**config.mk**
```make
export PLATFORM = sky130hd
export DESIGN_NAME = gcm_ct_collector
export DESIGN_NICKNAME = d
export VERILOG_FILES = /design/src/rtl/gcm_ct_collector.sv
export SDC_FILE = /design/constraint.sdc
export NUM_CORES = 1
export LEC_CHECK = 0
export ABC_AREA = 1
export CAP_MARGIN = 0
export CORE_ASPECT_RATIO = 1.4
export CORE_MARGIN = 2
export CORE_UTILIZATION = 30
export CTS_BUF_LIST = sky130_fd_sc_hd__clkbuf_8 sky130_fd_sc_hd__clkbuf_16
export DETAILED_ROUTE_END_ITERATION = 10
export DONT_BUFFER_PORTS = 1
export PLACE_DENSITY = 0.56
export SLEW_MARGIN = 0
export SYNTH_ARGS = -nofsm -noshare
export SYNTH_HDL_FRONTEND = slang
export SYNTH_SLANG_ARGS = --single-unit
```
**constraint.sdc**
```tcl
create_clock -name clk -period 28.2 [get_ports clk]
set_input_delay 4.23 -clock clk [delete_from_list [all_inputs] [get_ports clk]]
set_output_delay 4.23 -clock clk [all_outputs]
set_load 0.01 [all_outputs]
```
**src/rtl/gcm_ct_collector.sv**
```systemverilog
// gcm_ct_collector: FWFT FIFO that collects AES-GCM ciphertext blocks with message first/last/index tags
module gcm_ct_collector #(
  parameter int DEPTH     = 4,
  parameter int BYPASS_W  = 289,
  parameter int BYTE_SWAP = 1
) (
  input  logic                      clk,
  input  logic                      reset,
  input  logic                      i_ct_valid,
  input  logic [127:0]              i_cipher_text,
  input  logic [BYPASS_W-1:0]       i_bypass_text,
  input  logic                      i_last,
  input  logic                      i_clear,
  input  logic                      i_ready,
  output logic                      o_valid,
  output logic [127:0]              o_data,
  output logic [BYPASS_W-1:0]       o_bypass,
  output logic                      o_first,
  output logic                      o_last,
  output logic [7:0]                o_blk_idx,
  output logic [$clog2(DEPTH):0]    o_level,
  output logic                      o_full,
  output logic                      o_empty,
  output logic                      o_overflow
);
  localparam int AW = $clog2(DEPTH);
  localparam logic [AW:0] FULL_LVL = (AW+1)'(DEPTH);
  typedef enum logic {IDLE, IN_MSG} state_t;
  state_t state_q, state_d;
  logic [AW-1:0] wr_ptr_q, wr_ptr_d, rd_ptr_q, rd_ptr_d;
  logic [AW:0] level_q, level_d;
  logic [7:0] idx_q, idx_d;
  logic ovf_q, ovf_d;
  logic [127:0] data_mem [DEPTH];
  logic [BYPASS_W-1:0] byp_mem [DEPTH];
  logic first_mem [DEPTH];
  logic last_mem [DEPTH];
  logic [7:0] idx_mem [DEPTH];
  logic [127:0] ct_in;
  logic wr, rd, drop, last_seen;
  genvar n;
  generate
    if (BYTE_SWAP != 0) begin : g_swap
      for (n = 0; n < 16; n++) begin : g_byte
        assign ct_in[8*n +: 8] = i_cipher_text[8*(15-n) +: 8];
      end
    end else begin : g_pass
      assign ct_in = i_cipher_text;
    end
  endgenerate
  assign o_empty   = level_q == '0;
  assign o_full    = level_q == FULL_LVL;
  assign o_valid   = !o_empty;
  assign rd        = o_valid && i_ready;
  assign wr        = i_ct_valid && (!o_full || rd);
  assign drop      = i_ct_valid && !wr;
  assign last_seen = i_ct_valid && i_last;
  // Next-state: clear wins over everything; a last block (kept or dropped) ends the message
  always_comb begin
    state_d  = (i_clear || last_seen) ? IDLE : wr ? IN_MSG : state_q;
    idx_d    = (i_clear || last_seen) ? '0 : wr ? idx_q + 8'd1 : idx_q;
    wr_ptr_d = i_clear ? '0 : wr ? wr_ptr_q + AW'(1) : wr_ptr_q;
    rd_ptr_d = i_clear ? '0 : rd ? rd_ptr_q + AW'(1) : rd_ptr_q;
    level_d  = i_clear ? '0 : level_q + (AW+1)'(wr) - (AW+1)'(rd);
    ovf_d    = !i_clear && (ovf_q || drop);
  end
  // Control state register, asynchronously cleared
  always_ff @(posedge clk or negedge reset) begin
    if (!reset) begin
      state_q  <= IDLE;
      idx_q    <= '0;
      wr_ptr_q <= '0;
      rd_ptr_q <= '0;
      level_q  <= '0;
      ovf_q    <= 1'b0;
    end else begin
      state_q  <= state_d;
      idx_q    <= idx_d;
      wr_ptr_q <= wr_ptr_d;
      rd_ptr_q <= rd_ptr_d;
      level_q  <= level_d;
      ovf_q    <= ovf_d;
    end
  end
  // Entry storage; contents need no reset since head outputs are masked while empty
  always_ff @(posedge clk) begin
    if (wr && !i_clear) begin
      data_mem[wr_ptr_q]  <= ct_in;
      byp_mem[wr_ptr_q]   <= i_bypass_text;
      first_mem[wr_ptr_q] <= state_q == IDLE;
      last_mem[wr_ptr_q]  <= i_last;
      idx_mem[wr_ptr_q]   <= idx_q;
    end
  end
  assign o_data     = o_valid ? data_mem[rd_ptr_q] : '0;
  assign o_bypass   = o_valid ? byp_mem[rd_ptr_q] : '0;
  assign o_first    = o_valid && first_mem[rd_ptr_q];
  assign o_last     = o_valid && last_mem[rd_ptr_q];
  assign o_blk_idx  = o_valid ? idx_mem[rd_ptr_q] : '0;
  assign o_level    = level_q;
  assign o_overflow = ovf_q;
endmodule

```
==> results.yml <==
yosys:
  synth_top_family_by_area: "simple AND/OR/NAND/NOR gates"
  synthAdderAreaFrac: 0.00141
  synth-xor-area-share: 0.000390
  yosys_warnings: 0
  yosys_register_bits: 1725
  netlist_area_sq_um: 67400
  ys_types: 23
  syn_nets: 5591
  synth_sequential_area_ratio: 0.767
  syn_inst: 5161
  yosys.area_share.simple: 0.0988
  synth-compound-area-share: 0.0962
  avgSynthCellArea_sq_um: 13.1
  synth_mux_area_frac: 0
timing:
  rsz0062_at_grt: "false"
  drv_slew: 0
  worst_slew_pin_slew_ns: 1.31
  max-slew-margin-rel: 0.126
  finalHoldViolCount: 0
  hold_slack_ns: 0.622
  setup_viol: 0
  finalCritPeriodShare: 0.347
  fin_skew_ns: 0.0424
  min_period_ns: 9.78
  setup_tns_ns: 0
  fmax_mhz: 102
global_routing:
  grt-ovfl-total: 0
  track_usage: 0.148
  grt_pass1_wl_um: 256000
  grt.busiest_layer: "met2"
  antenna_found_initial: 10
  grt_use_met3: 0.0833
  use_met2: 0.238
  first_global_vias: 38042
  met1_usage: 0.169
  grt_start_max_net_pins: 338
clock_tree:
  clk_latency_ns: 0.81
  clock_path_buffers: 4
  numCtsBuffers: 175
  cts_setup_buffers: 0
  cts-root-buf: "clkbuf_16"
  cts_tree: "yes"
  cts.repair.resized: 0
  cts_sinks: 1725
  h-tree-depth: 4
  holdBufCountCts: 0
  clkTransAtPathRegs_ns: 0.06
drt:
  routed_wl_um: 178000
  drt_iter0_drc: 2851
  remaining_drc_errors: 0
  wl_per_cell_um: 22.0
  via_per_inst: 4.80
  dr.pass1.iters: 5
  vias: 38883
  final_antenna_net_count: 0
layout:
  final_common_cell: "nor2_1"
  layout.cells.most_common_list: "1720 x nor2_1, 1708 x edfxtp_1, 775 x o21ai_0"
  post_route_cells_drive_above_1_share: 0.0597
  layout.nets: 5499
  area_growth_pct: 10.6
  final_cells: 8094
worst_setup_path:
  critPathKind: "reg2out"
  worst-path-max-fanout: 91
  cp.arrival_ns: 5.55
  reg2reg_depth: 10
  startpoint_type: "register"
  worstSetupEndpointType: "output port"
  cp.required_ns: 23.97
placement:
  portBuffers: 0
  hpwl_um: 106000
  placed_cells: 7790
  place_congestion: 0.780
power_and_ir_drop:
  power_mw: 7.02
  power.share.clock: 0.308
  switchingPower_mw: 2.51
  peakVddDrop_mv: 0.213
  pwr-share-seq: 0.424
  p_int_mw: 4.51
  power_frac_comb: 0.267
  power.leakage_nw: 24.1
  cellPowerDensity_nw_per_um2: 94.1
  swShare: 0.358
die:
  core_sq_um: 223000
  num_rows: 205
  dieArea_sq_um: 229000
  die_w_um: 405
  start_util: 0.302
  io_pins: 857
  die_y_um: 565
flow_run:
  max-cap-violations: 0
hold_path:
  whs_path_depth: 2
  hp-class: "reg2reg"
status:
  status: "finished clean"
-- power groups by stage --
stage | Sequential, mW | Clock, mW | Combinational, mW
final | 2.98 | 2.17 | 1.88
after global routing | 2.99 | 2.31 | 2.06
after CTS | 2.98 | 2.22 | 1.91
after detailed placement | 3.03 | 0 | 1.90
after global placement | 3.03 | 0 | 1.88
after floorplan | 3.10 | 0 | 1.40
-- metrics by stage --
| step | area (sq um) | utilization | setup slack, ns |
|---|---|---|---|
| CTS | 74600 | 0.334 | 18.21 |
| global placement | 69300 | 0.311 | 17.87 |
| floorplan | 67400 | - | 4.62 |
| global route | 74600 | 0.334 | 18.03 |
| finish | 74600 | 0.334 | 18.42 |
| detailed placement | 69300 | 0.311 | 17.91 |
-- cell usage after synthesis (all sizes together) --
| library cell | number | area (sq um) |
|---|---|---|
| edfxtp | 1708 | 51300 |
| inv | 29 | 121 |
| fa | 1 | 20.0 |
| buf | 204 | 1410 |
| xnor2 | 1 | 8.76 |
| a21oi | 430 | 2150 |
| nor3 | 1 | 5.00 |
| clkbuf | 127 | 915 |
| nor2 | 1724 | 6470 |
| dfrtp | 17 | 425 |
| nand3 | 13 | 65.1 |
| nand4 | 1 | 6.26 |
| xor2 | 2 | 17.5 |
| ha | 6 | 75.1 |
| o21ai | 866 | 4330 |
| nand2 | 31 | 116 |
-- cells by family after synthesis --
kind of cell | Yosys count
AND/OR/NAND/NOR | 1770
flip-flops | 1725
AO/OA/AOI/OAI | 1296
buffers and inverters | 360
adder cells (fa/ha/maj) | 7
XOR/XNOR | 3
-- worst paths after layout --
check,from,endpoint,slack (ns)
setup / recovery,o_level[1]$_DFF_PN0_,o_bypass[193],18.42
hold / removal,o_overflow$_DFF_PN0_,o_overflow$_DFF_PN0_,0.62
setup reg to reg,o_level[1]$_DFF_PN0_,byp_mem[1][148]$_DFFE_PP_,21.69
hold reg to reg,o_overflow$_DFF_PN0_,o_overflow$_DFF_PN0_,0.62
max in group asynchronous,reset,rd_ptr_q[0]$_DFFE_PN0P_,24.97
min in group asynchronous,reset,idx_q[1]$_DFFE_PN0P_,3.11
-- sequential cells by signal, summed over array words and instances (netlist names) --
signal / flops
state_q: 1
last_mem: 4
rd_ptr_q: 2
idx_q: 8
o_overflow: 1
o_level: 3
byp_mem: 1156
first_mem: 4
wr_ptr_q: 2
data_mem: 512
idx_mem: 32
-- cell type report --
class	instances	area (sq um)
Fill cell	21486	149000
Sequential cell	1725	51700
Multi-Input combinational cell	3076	13300
Clock buffer	179	4480
Tap cell	2898	3630
Clock inverter	121	776
Timing Repair Buffer	62	541
Inverter	29	150
Antenna cell	4	10.0
-- critical path: stages (launching register included) --
cell and delay [ns]:
dfrtp_1 0.50, nor2_1 0.21, nand2_1 0.27, inv_8 0.52, buf_4 0.76, buf_4 0.65, buf_4 0.71, buf_4 0.69
a21oi_1 0.21
-- metal layers --
layer / vias up / share of wire
met1: 19184 / 0.38
met3: 242 / 0.14
met4: 4 / 0.025
met5: - / 0.00019
met2: 1291 / 0.46
li1: 18162 / -
Note: power is estimated with default switching activity, not from simulation.
